`src/rtl/run_ctrl_pkg.sv`:
```
// Shared types and helpers for the run sequencer: state encoding, default halt
// opcode and the default per-program start-address map.
package run_ctrl_pkg;

    typedef enum logic [1:0] {
        IDLE = 2'd0,
        LOAD = 2'd1,
        RUN  = 2'd2,
        DONE = 2'd3
    } state_t;

    localparam int unsigned W_DEFAULT = 9;
    localparam logic [W_DEFAULT-1:0] HALT_CODE_DEFAULT = '1;

    // Programs are laid out in equal slices of the address space.
    function automatic int unsigned prog_base(input int unsigned idx,
                                              input int unsigned d,
                                              input int unsigned nprog);
        return idx * ((32'd1 << d) / nprog);
    endfunction

endpackage

```
`src/rtl/run_ctrl_prog_base_lut.sv`:
```
// Program index to start address map; swap this module to relocate programs.
module prog_base_lut
    import run_ctrl_pkg::*;
#(
    parameter int unsigned D     = 8,
    parameter int unsigned NPROG = 4,
    parameter int unsigned SW    = $clog2(NPROG)
) (
    input  logic [SW-1:0] sel,
    output logic [D-1:0]  base
);

    always_comb begin
        base = D'(prog_base(32'(sel), D, NPROG));
    end

endmodule

```
`src/rtl/run_ctrl.sv`:
```
// Run sequencer: four-phase req/done handshake, program selection, halt and
// end-of-ROM detection, stall hold, retired-cycle counter and watchdog.
module run_ctrl
    import run_ctrl_pkg::*;
#(
    parameter int unsigned D       = 8,
    parameter int unsigned W       = 9,
    parameter int unsigned NPROG   = 4,
    parameter int unsigned CW      = 16,
    parameter int unsigned MAX_CYC = 1024,
    parameter logic [W-1:0] HALT_CODE = {W{1'b1}}
) (
    input  logic                     clk,
    input  logic                     reset,
    input  logic                     req,
    input  logic [$clog2(NPROG)-1:0] prog_sel,
    input  logic [D-1:0]             prog_ctr,
    input  logic [W-1:0]             mach_code,
    input  logic                     stall,
    output logic                     pc_load,
    output logic [D-1:0]             pc_start,
    output logic                     run_en,
    output logic                     busy,
    output logic                     done,
    output logic                     timeout,
    output logic [CW-1:0]            cycles
);

    localparam int unsigned   SW      = $clog2(NPROG);
    localparam logic [CW-1:0] WD_LAST = CW'(MAX_CYC - 1);
    localparam logic [CW-1:0] CYC_SAT = '1;

    state_t        state;
    state_t        state_nxt;
    logic [SW-1:0] sel_q;
    logic [D-1:0]  base;
    logic          halt_hit;
    logic          rom_end;
    logic          wd_hit;
    logic          run_start;
    logic          tmo_set;

    prog_base_lut #(
        .D     (D),
        .NPROG (NPROG),
        .SW    (SW)
    ) u_prog_base_lut (
        .sel  (sel_q),
        .base (base)
    );

    assign halt_hit = (mach_code == HALT_CODE);
    assign rom_end  = (prog_ctr == {D{1'b1}});
    assign wd_hit   = (cycles == WD_LAST);

    // State register
    always_ff @(posedge clk) begin
        if (reset) begin
            state <= IDLE;
        end else begin
            state <= state_nxt;
        end
    end

    // Next state and retire enable; exit priority is halt, end-of-ROM, watchdog
    always_comb begin
        state_nxt = state;
        run_en    = 1'b0;
        run_start = 1'b0;
        tmo_set   = 1'b0;
        case (state)
            IDLE: begin
                if (req) begin
                    state_nxt = LOAD;
                    run_start = 1'b1;
                end
            end
            LOAD: begin
                state_nxt = req ? RUN : IDLE;
            end
            RUN: begin
                if (!req) begin
                    state_nxt = IDLE;
                end else begin
                    run_en = ~stall & ~halt_hit;
                    if (halt_hit && !stall) begin
                        state_nxt = DONE;
                    end else if (run_en && rom_end) begin
                        state_nxt = DONE;
                    end else if (run_en && wd_hit) begin
                        state_nxt = DONE;
                        tmo_set   = 1'b1;
                    end
                end
            end
            DONE: begin
                if (!req) begin
                    state_nxt = IDLE;
                end
            end
            default: begin
                state_nxt = IDLE;
            end
        endcase
    end

    // Registered status outputs, program select and cycle counter
    always_ff @(posedge clk) begin
        if (reset) begin
            sel_q   <= '0;
            pc_load <= 1'b0;
            busy    <= 1'b0;
            done    <= 1'b0;
            timeout <= 1'b0;
            cycles  <= '0;
        end else begin
            pc_load <= (state_nxt == LOAD);
            busy    <= (state_nxt == LOAD) || (state_nxt == RUN);
            done    <= (state_nxt == DONE);
            if (run_start) begin
                sel_q   <= prog_sel;
                cycles  <= '0;
                timeout <= 1'b0;
            end else begin
                if (run_en && (cycles != CYC_SAT)) begin
                    cycles <= cycles + CW'(1);
                end
                if (tmo_set) begin
                    timeout <= 1'b1;
                end
            end
        end
    end

    // Start address is only driven while the load strobe is up
    assign pc_start = pc_load ? base : '0;

endmodule

```
`config.mk`:
```
export PLATFORM = sky130hd
export DESIGN_NAME = run_ctrl
export DESIGN_NICKNAME = d
export VERILOG_FILES = /design/src/rtl/run_ctrl_pkg.sv /design/src/rtl/run_ctrl_prog_base_lut.sv /design/src/rtl/run_ctrl.sv
export SDC_FILE = /design/constraint.sdc
export NUM_CORES = 1
export LEC_CHECK = 0
export BUFFER_PORTS_ARGS = -buffer_cell sky130_fd_sc_hd__clkbuf_2
export CORE_MARGIN = 5
export CORE_UTILIZATION = 47
export DETAILED_ROUTE_END_ITERATION = 12
export PLACE_DENSITY = 0.76
export REMOVE_ABC_BUFFERS = 1
export SLEW_MARGIN = 20
export SYNTH_ARGS = -nofsm -noshare
export SYNTH_HDL_FRONTEND = slang
export SYNTH_SLANG_ARGS = --single-unit
export TNS_END_PERCENT = 5
```
`constraint.sdc`:
```
create_clock -name clk -period 2.2 [get_ports clk]
set_input_delay 0.22 -clock clk [delete_from_list [all_inputs] [get_ports clk]]
set_output_delay 0.22 -clock clk [all_outputs]
set_load 0.05 [all_outputs]
```
==> flow_summary_export.csv <==
group,metric,value,unit
grt,antenna_found_initial,0,
drt,vias,1274,
finish,final_cells,230,
clock_tree,clk_path_buf_depth,2,
die,die_y,61.93,µm
clock_tree,cts_tree,"done",
synthesis,ys_types,36,
synthesis,yosys_warnings,0,
drt,routed_via_density,5.539,
timing,grt_setup_unrepaired,"no",
power_and_ir_drop,power_density,477.9,nW/µm²
critical_path,rr_worst_depth,7,
drt,drt-pass1-iter-count,5,
finish,antenna_cells,0,
finish,final_cell_mix,"clkbuf_2, dfxtp_1, nor2_1, nand3_1, nand2_1",
critical_path,worstSetupPathType,"reg2reg",
die,placementRows,18,
placement,place_inst,227,
clock_tree,cts_max_level,1,
power_and_ir_drop,p_total,0.7348,mW
placement,numPortBuffers,45,
critical_path,arrival,2160,ps
synthesis,postSynth.asyncResetShare,0,
critical_path,critical_path.max_stage_delay,470,ps
die,start_util,0.5025,
critical_path,slowest_stage,"dfxtp_1",
power_and_ir_drop,p_leak,0.6165,nW
drt,drc_errors,0,
synthesis,syn-mean-instance-area,8.073,µm²
die,io_pins,52,
critical_path,cp_data_required_time,2450,ps
grt,grtUsageTotal,0.1660,
timing,fin_crit_sh,0.8676,
die,fp.dieW,61.93,µm
finish,final_common_cell,"clkbuf_2",
drt,wl_met3,353,µm
synthesis,syn_inst,157,
critical_path,crit_end,"busy$_SDFF_PP0_",
timing,final.min_clock_period,1909,ps
grt,grt_max_degree,14,
drt,wl_per_cell,12.84,µm
drt,top_layer,"met4",
drt,drtAntennaViolNets,0,
timing,slew_viol_final,0,
finish,syn2layout_area_growth,21.32,%
timing,relSlewSlack,0.5164,
drt,drtIter0Drc,41,
placement,dp_hpwl,2342,µm
grt,grt_pass1_wl,4781,µm
drt,route.met2.wl,1318,µm
synthesis,synth_seq_cells,24,
critical_path,crit_fanout,8,
critical_path,start_kind,"register",
synthesis,synth_edf_count,0,
outcome,status,"finished clean",
synthesis,ys.flop_type,"dfxtp_1",
power_and_ir_drop,ir_drop,0.3798,mV
finish,n_fill_cell,235,
critical_path,r2r_start,"cycles[6]$_SDFFE_PP0P_",
clock_tree,clkTransAtPathRegs,110,ps
finish,drive_above_1_share,0.2700,
die,core_area,2522,µm²
clock_tree,clk_latency,310,ps
critical_path,r2r_end,"busy$_SDFF_PP0_",
drt,finalWirelength,2954,µm
timing,tightest_slew,722.9,ps
drt,drt-met1-wl,1244,µm
clock_tree,hold_buffers,0,
clock_tree,cts_buffers,3,
critical_path,worstSetupEndpointType,"register",
clock_tree,post-cts-setup-buffer-count,0,
hold_path,min_path_type,"in2reg",
critical_path,reg2reg_slack,290,ps
timing,hold_viol,0,
placement,place_congestion,0.8848,
finish,final_nets,227,
clock_tree,cts_resized,0,
clock_tree,cts.sinks,24,
flow_run,cap_violations,0,
critical_path,path_cells,"and4_1, nand3_1, nor4_2, nor4b_1, nor2_1, ha_1, nor2_1",
timing,skew,9.532,ps
timing,max_freq,0.5239,GHz
grt,overflow,0,
die,dieArea,3835,µm²
grt,grt_pass1_vias,1159,
critical_path,crit_path_frequent_cell,"nor2_1",
synthesis,syn_area,1267,µm²
critical_path,startpoint,"cycles[6]$_SDFFE_PP0P_",
synthesis,ys_seq_area_frac,0.3791,
timing,setup_viol,0,
clock_tree,cts_root_buffer,"clkbuf_4",
==> worst max-delay path: cells and delay by family, from the launching register on <==
kind,cells,cell delay (ps)
simple gates,6,1130
flops,1,470
fa+ha+maj,1,230
==> synth_stat cells (all sizes together) (2+ instances only) <==
cell type	instances	share of area
or3	2	0.0099
ha	2	0.020
dfxtp	24	0.38
nand4	7	0.035
xnor2	10	0.069
clkbuf	4	0.012
inv	5	0.015
nand2	12	0.036
and4	2	0.014
buf	10	0.058
nand3	15	0.059
nor2	16	0.047
nor4b	2	0.014
a21oi	7	0.028
nor4	10	0.049
nand3b	2	0.012
o21ai	5	0.020
or4	3	0.018
nor3b	2	0.012
nand2b	2	0.0099
and2	2	0.0099
==> flip-flops by register name, summed over array words and instances (netlist names) <==
register  cells
sel_q         2
timeout       1
done          1
cycles       16
state         2
pc_load       1
busy          1
==> layout make-up <==
cell class / instances / area [µm²] / area share
clock buffer: 3 / 22.52 / 0.01465
timing repair buffer: 49 / 255.2 / 0.1660
multi-input combinational: 119 / 723.2 / 0.4703
inverter: 5 / 18.77 / 0.01221
sequential: 24 / 480.5 / 0.3125
tap: 30 / 37.54 / 0.02441
==> per-layer routing <==
metal | vias to the layer above | global-route usage
met5 | - | 0
met4 | 0 | 0.06970
met3 | 6 | 0.03306
met2 | 60 | 0.2900
met1 | 569 | 0.1972
li1 | 639 | -
==> where the power goes <==
group | leakage, nW | internal, mW | total, mW | switching [mW]
clock network | 0.0138 | 0.0641 | 0.187 | 0.123
registers | 0.194 | 0.442 | 0.447 | 0.00482
logic | 0.408 | 0.0308 | 0.102 | 0.0707
total | 0.616 | 0.537 | 0.735 | 0.198
==> worst min path at each step <==
| stage | startpoint | depth (start not counted) | endpoint |
|---|---|---|---|
| after floorplan | reset | 1 | busy$_SDFF_PP0_ |
| final | prog_sel[0] | 3 | sel_q[0]$_SDFFE_PP0P_ |
| after CTS | prog_sel[0] | 3 | sel_q[0]$_SDFFE_PP0P_ |
| after global routing | prog_sel[1] | 3 | sel_q[1]$_SDFFE_PP0P_ |
| after global placement | sel_q[1]$_SDFFE_PP0P_ | 2 | sel_q[1]$_SDFFE_PP0P_ |
| after detailed placement | timeout$_SDFFE_PP0P_ | 2 | timeout$_SDFFE_PP0P_ |
==> kinds of logic (layout without fill, tap and decap cells) <==
kind of cell | count (synthesis) | after routing | share of synthesized area
simple gates | 83 | 83 | 0.3603
fa+ha+maj | 2 | 2 | 0.01974
other cells | 1 | 6 | 0.002959
flops | 24 | 24 | 0.3791
buf+inv | 19 | 57 | 0.08489
xor+xnor | 11 | 11 | 0.07601
compound gates | 17 | 17 | 0.07700
==> per-stage QoR <==
step	utilization	hold WS [ps]	setup WS [ps]	TNS [ps]	instance area (µm²)
finish	0.6096	138.6	291.4	0	1538
detailed placement	0.5938	437.9	111.4	0	1498
global placement	0.5938	440.6	208.8	0	1498
CTS	0.6027	130.9	178.5	0	1520
floorplan	-	286.7	-428.9	-4861	1197
global route	0.6096	120.5	83.33	0	1538
Note: power is estimated with default switching activity, not from simulation.
